===== config.mk =====
export PLATFORM = sky130hd
export DESIGN_NAME = multi_channel_monitor
export DESIGN_NICKNAME = d
export VERILOG_FILES = /design/src/rtl/multi_channel_monitor.sv
export SDC_FILE = /design/constraint.sdc
export NUM_CORES = 1
export LEC_CHECK = 0
export ABC_AREA = 1
export BUFFER_PORTS_ARGS = -buffer_cell sky130_fd_sc_hd__buf_2
export CAP_MARGIN = 20
export CORE_ASPECT_RATIO = 2
export CORE_MARGIN = 2
export CORE_UTILIZATION = 25
export CTS_CLUSTER_DIAMETER = 40
export CTS_CLUSTER_SIZE = 30
export DETAILED_ROUTE_END_ITERATION = 10
export SLEW_MARGIN = 20
export SYNTH_ARGS = -nofsm -noshare
export SYNTH_HDL_FRONTEND = slang
export SYNTH_SLANG_ARGS = --single-unit

===== constraint.sdc =====
create_clock -name clk -period 3.15 [get_ports clk]
set_input_delay 0.4725 -clock clk [delete_from_list [all_inputs] [get_ports clk]]
set_output_delay 0.4725 -clock clk [all_outputs]
set_load 0.05 [all_outputs]

===== src/rtl/multi_channel_monitor.sv =====
`default_nettype none
// +----------------------------------------------------------------------------+
// | Module      : multi_channel_monitor                                        |
// | Description : CHANNELS independent up/down device-group counters, a        |
// |               registered aggregate total and a hysteretic high-occupancy   |
// |               alarm.                                                       |
// | Options     : define PEAK_HOLD_EN to add a peak-hold register on total     |
// |               (adds ports peak_clr / peak).                                |
// | Ports       : clk        - rising-edge clock                               |
// |               rst_n      - asynchronous active-low reset                   |
// |               clear      - synchronous clear of counts/total/alarm         |
// |               change     - per-channel count strobe                        |
// |               on_off     - per-channel direction (1 = up, 0 = down)        |
// |               count_flat - channel i count at [i*WIDTH +: WIDTH]           |
// |               total      - registered sum of all channel counts            |
// |               limit_evt  - 1-cycle pulse when a channel hits a limit       |
// |               alarm      - hysteretic high-occupancy alarm                 |
// |               peak_clr   - (PEAK_HOLD_EN) reload peak with current total   |
// |               peak       - (PEAK_HOLD_EN) max total since reset/clear      |
// | Revision    : 1.0 - initial release                                        |
// +----------------------------------------------------------------------------+
module multi_channel_monitor #(
  parameter int CHANNELS  = 4,
  parameter int WIDTH     = 8,
  parameter int SATURATE  = 0,
  parameter int HI_THRESH = 200,
  parameter int LO_THRESH = 150,
  localparam int TW       = WIDTH + $clog2(CHANNELS)
) (
  input  logic                      clk,
  input  logic                      rst_n,
  input  logic                      clear,
  input  logic [CHANNELS-1:0]       change,
  input  logic [CHANNELS-1:0]       on_off,
  output logic [CHANNELS*WIDTH-1:0] count_flat,
  output logic [TW-1:0]             total,
  output logic [CHANNELS-1:0]       limit_evt,
  output logic                      alarm
`ifdef PEAK_HOLD_EN
  ,
  input  logic                      peak_clr,
  output logic [TW-1:0]             peak
`endif
);

  localparam logic [WIDTH-1:0] c_one      = WIDTH'(1);
  localparam logic             c_saturate = (SATURATE != 0);
  localparam logic [TW-1:0]    c_hi       = TW'(HI_THRESH);
  localparam logic [TW-1:0]    c_lo       = TW'(LO_THRESH);

  localparam logic [0:0] c_st_normal = 1'b0;
  localparam logic [0:0] c_st_alarm  = 1'b1;

  logic [WIDTH-1:0] w_cnt [CHANNELS];
  logic [TW-1:0]    w_sum;
  logic [TW-1:0]    r_total;
  logic [0:0]       r_state;

  // --------------------------------------------------------------------------
  // Per-channel counters
  // --------------------------------------------------------------------------
  genvar gi;
  for (gi = 0; gi < CHANNELS; gi++) begin : g_chan
    logic [WIDTH-1:0] r_cnt;
    logic             r_limit;
    logic             w_at_max;
    logic             w_at_min;
    logic             w_hit;

    assign w_at_max = &r_cnt;
    assign w_at_min = ~|r_cnt;
    // A limit is only "hit" when this cycle's step would cross it.
    assign w_hit    = change[gi] & (on_off[gi] ? w_at_max : w_at_min);

    always_ff @(posedge clk or negedge rst_n) begin
      if (!rst_n) begin
        r_cnt   <= '0;
        r_limit <= 1'b0;
      end else if (clear) begin
        r_cnt   <= '0;
        r_limit <= 1'b0;
      end else begin
        r_limit <= w_hit;
        // Wrap mode relies on natural modulo-2^WIDTH arithmetic; clamp mode
        // simply skips the step when it would cross the limit.
        if (change[gi] && !(w_hit && c_saturate)) begin
          r_cnt <= on_off[gi] ? (r_cnt + c_one) : (r_cnt - c_one);
        end
      end
    end

    assign w_cnt[gi]                      = r_cnt;
    assign count_flat[gi*WIDTH +: WIDTH]  = r_cnt;
    assign limit_evt[gi]                  = r_limit;
  end

  // --------------------------------------------------------------------------
  // Aggregate total (TW bits cannot overflow: CHANNELS*(2^WIDTH-1) fits)
  // --------------------------------------------------------------------------
  always_comb begin
    w_sum = '0;
    for (int i = 0; i < CHANNELS; i++) begin
      w_sum = w_sum + TW'(w_cnt[i]);
    end
  end

  always_ff @(posedge clk or negedge rst_n) begin
    if (!rst_n) begin
      r_total <= '0;
    end else if (clear) begin
      r_total <= '0;
    end else begin
      r_total <= w_sum;
    end
  end

  assign total = r_total;

  // --------------------------------------------------------------------------
  // Hysteretic alarm FSM, driven from the registered total
  // --------------------------------------------------------------------------
  always_ff @(posedge clk or negedge rst_n) begin
    if (!rst_n) begin
      r_state <= c_st_normal;
    end else if (clear) begin
      r_state <= c_st_normal;
    end else begin
      case (r_state)
        c_st_normal: if (r_total >= c_hi) r_state <= c_st_alarm;
        c_st_alarm:  if (r_total <= c_lo) r_state <= c_st_normal;
        default:     r_state <= c_st_normal;
      endcase
    end
  end

  assign alarm = (r_state == c_st_alarm);

`ifdef PEAK_HOLD_EN
  // --------------------------------------------------------------------------
  // Peak hold on the registered total
  // --------------------------------------------------------------------------
  logic [TW-1:0] r_peak;

  always_ff @(posedge clk or negedge rst_n) begin
    if (!rst_n) begin
      r_peak <= '0;
    end else if (clear) begin
      r_peak <= '0;
    end else if (peak_clr) begin
      r_peak <= r_total;
    end else if (r_total > r_peak) begin
      r_peak <= r_total;
    end
  end

  assign peak = r_peak;
`endif

endmodule
`default_nettype wire


==> metrics.md <==
| Metric | Value |
|---|---|
| Setup violations, final | 0 |
| Max-Cap Viols | 0 |
| GPL Wtd Cong | around 0.86 |
| Worst slew margin | 0.554 |
| Post-Layout Cell Count | ~800 |
| Tot GR Track Use | 0.120 |
| Crit start category | register |
| Vias in the first global route | ~3.4k |
| Max Used Layer | met4 |
| Flops & latches, synth | 47 |
| Avg Cell Area, Syn | 7.24 um^2 |
| Root buffer cell | clkbuf_16 |
| Syn nets | 609 |
| First drt pass iteration count | 6 |
| Core Util, Final | 0.296 |
| Buffers & Inverters on Critical Path | 2 |
| Antenna violations before repair | 0 |
| Die area | between 15000 and 20000 um^2 |
| Kind of critical path | reg2reg |
| Post-Route Skew | just under 0.01 ns |
| Final period util | 0.879 |
| Slew @ Worst Pin | approximately 0.67 ns |
| Final WL | ~9600 um |
| Hold WC Path Type | in2async |
| HPWL after DPL | a little under 8000 um |
| Metal2 WL | about 4500 um |
| Seq pwr share | 0.207 |
| Post-synth top area cell | dfrtp_1 |
| Place WS | between 0.3 and 0.4 ns |
| Sequential share of the synthesized area | 0.298 |
| First-pass GRT wire length | 16500 um |
| Area fraction of the dominant cell type after synthesis | 0.298 |
| Hold Buf Count CTS | 0 |
| Via density | ~4.3 |
| Fmax | 0.361 GHz |
| Fin nets | 671 |
| Worst-Skew Late Latency | just under 0.3 ns |
| Antenna Cells | 0 |
| Final worst slack | approximately 0.38 ns |
| Synth area leaders | dfrtp_1, nand2_1, inv_1, ha_1, fa_1 |
| Switch share | 0.541 |
| Synth Instances | between 500 and 600 |
| Unique masters post-synth | 18 |
| Mux cell area share after synthesis | 0 |
| Chip height | 182 um |
| Final number of max-transition violations | 0 |
| YS warnings | 0 |
| Outcome | finished, final reports clean |
| Power Dens Cells | between 1000 and 1500 nW/um^2 |
| DRC Markers | 0 |
| Power Internal | ~2.2 mW |
| I/O pin cnt | between 50 and 60 |
| Clock Path Buffers | 2 |
| Largest stage delay, worst path | around 0.51 ns |
| H-tree levels | 2 |
| CTS tree | yes |
| Combinational share of power | 0.670 |
| Setup TNS | 0 ns |
| Cts repair resizes | 0 |
| Simple logic cell fraction of the synthesized area | 0.269 |
| Clock sinks | between 40 and 50 |
| Buffers on Ports | 57 |
| Clock network fraction of total power | 0.122 |
| RSZ-0062 raised after global routing | no |
| DRT antenna net count | 0 |
| Maximum vdd ir drop | between 400 and 500 uV |
| Layout cell share with drive strength beyond 1 | 0.115 |
| CORE AREA | ~16000 um^2 |
| Most common cell after layout, fill and taps aside | nand2_1 |
| Most frequent cells in the layout | nand2_1, inv_1, buf_2 |
| DRT met1 WL | 4610 um |
| Met3 Routed Length | around 430 um |
| CP Cell Sequence | inv_1 -> fa_1 -> fa_1 -> inv_1 -> ha_1 -> fa_1 -> nand3_1 -> nand3_1 -> o21ai_0 -> a21oi_1 |
| Routed len/inst | about 12 um |
| Worst EP arrival | 2.93 ns |
| Clock-pin slew on the worst setup and hold paths | ~0.060 ns |
| Xor/xnor share of the synthesized area | 0.0244 |
| Worst r2r dst | total[5]$_DFF_PN0_ |
| Adder-Cell Fraction of Synth Area | 0.206 |
| Worst reg-to-reg path cell count | 10 |
| CP top delay family | adder cells |
| Pleak | ~2.6 nW |
| Initial Util | 0.253 |
| Die W | 92.8 um |
| R2R Path Start | g_chan[1].r_cnt[1]$_DFFE_PN0P_ |
| Tot Pwr | about 4.8 mW |
| Crit path max fanout | 4 |
| DR iter-0 viols | 150 |
| Slowest CP cell | fa_1 |
| Vias | 3490 |
| Fin. Hold Viols | 0 |
| Net switching power | 2.59 mW |
| Final Critical Period | around 2.8 ns |
| Area delta synth->final | 17.3% |
| Total gr overflow | 0 |
| Worst EP required | roughly 3.3 ns |
| Crit path top cell by count | fa_1 |
| Largest family of logic cells by synthesized area | simple AND/OR/NAND/NOR gates |
| Dpl cells | 801 |
| Compound-Gate Fraction of Synth Area | 0.0746 |
| Largest net degree at the start of global routing | 25 |
| Mapped Area | between 3000 and 4000 um^2 |
| CTS Buf Count | 5 |
| Reg2Reg Setup Slack | approximately 0.38 ns |
| # rows | 65 |
| Setup crit end kind | register |
| # Post-CTS Setup Buffers | 0 |
[power groups by stage]
stage               sequential [mW]  clock (mW)  combinational, mW
floorplan                      1.56           0               1.93
global placement              0.998           0               3.15
detailed placement             1.00           0               3.21
CTS                           0.994       0.605               3.23
global route                   1.02       0.628               3.68
finish                        0.994       0.585               3.21
[worst reg2reg max path, stage by stage, from the launching register on]
cell     delay [ns]
dfrtp_1        0.41
inv_1          0.18
fa_1           0.47
fa_1           0.51
inv_1          0.04
ha_1           0.21
fa_1           0.43
nand3_1        0.12
nand3_1        0.08
o21ai_0        0.14
a21oi_1        0.05
[state kept, by name, indices dropped and copies added, names as in the netlist]
| name | cells |
|---|---|
| g_chan.r_cnt | 32 |
| total | 10 |
| g_chan.r_limit | 4 |
| alarm | 1 |
[metal layers]
metal  vias to the layer above  global-route usage
li1                       1820                   -
met1                      1586               0.166
met2                        78               0.197
met3                         6              0.0195
met4                         0              0.0271
met5                         -                   0
[metrics by stage]
step	instance area [um^2]	hold WS, ns
finish	4620	0.155
global route	4620	0.201
CTS	4620	0.173
detailed placement	4470	0.476
global placement	4470	0.483
floorplan	3940	0.177
[logic make-up after synthesis]
group / Yosys count
AO/OA/AOI/OAI: 56
XOR/XNOR: 11
buffers and inverters: 129
flip-flops: 47
adder cells (fa/ha/maj): 53
AND/OR/NAND/NOR: 249
[cells in the mapped netlist]
master,count
xor2_1,7
xnor2_1,4
nand3_1,45
ha_1,33
a21oi_1,24
fa_1,20
and3_1,3
nor2_1,37
nor3_1,2
dfrtp_1,47
nor2_4,4
buf_4,5
o22ai_1,9
o21a_1,1
nand4_1,12
inv_1,124
o21ai_0,22
nand2_1,146
[worst max path at each step]
| stage | slack [ns] | from | endpoint | depth (start not counted) |
|---|---|---|---|---|
| final | 0.38 | g_chan[1].r_cnt[1]$_DFFE_PN0P_ | total[5]$_DFF_PN0_ | 10 |
| after global routing | 0.20 | g_chan[1].r_cnt[1]$_DFFE_PN0P_ | total[5]$_DFF_PN0_ | 10 |
| after floorplan | 0.17 | g_chan[0].r_cnt[1]$_DFFE_PN0P_ | total[5]$_DFF_PN0_ | 10 |
| after global placement | 0.45 | g_chan[1].r_cnt[1]$_DFFE_PN0P_ | total[7]$_DFF_PN0_ | 10 |
| after detailed placement | 0.35 | g_chan[1].r_cnt[1]$_DFFE_PN0P_ | total[5]$_DFF_PN0_ | 10 |
| after CTS | 0.37 | g_chan[1].r_cnt[1]$_DFFE_PN0P_ | total[5]$_DFF_PN0_ | 10 |
[final cells by class]
class	instances	area (um^2)
Clock buffer	6	129
Clock inverter	1	30.0
Fill cell	1703	11000
Inverter	124	465
Multi-Input combinational cell	369	2260
Sequential cell	47	1180
Tap cell	201	251
Timing Repair Buffer	60	308
Note: power is estimated with default switching activity, not from simulation.
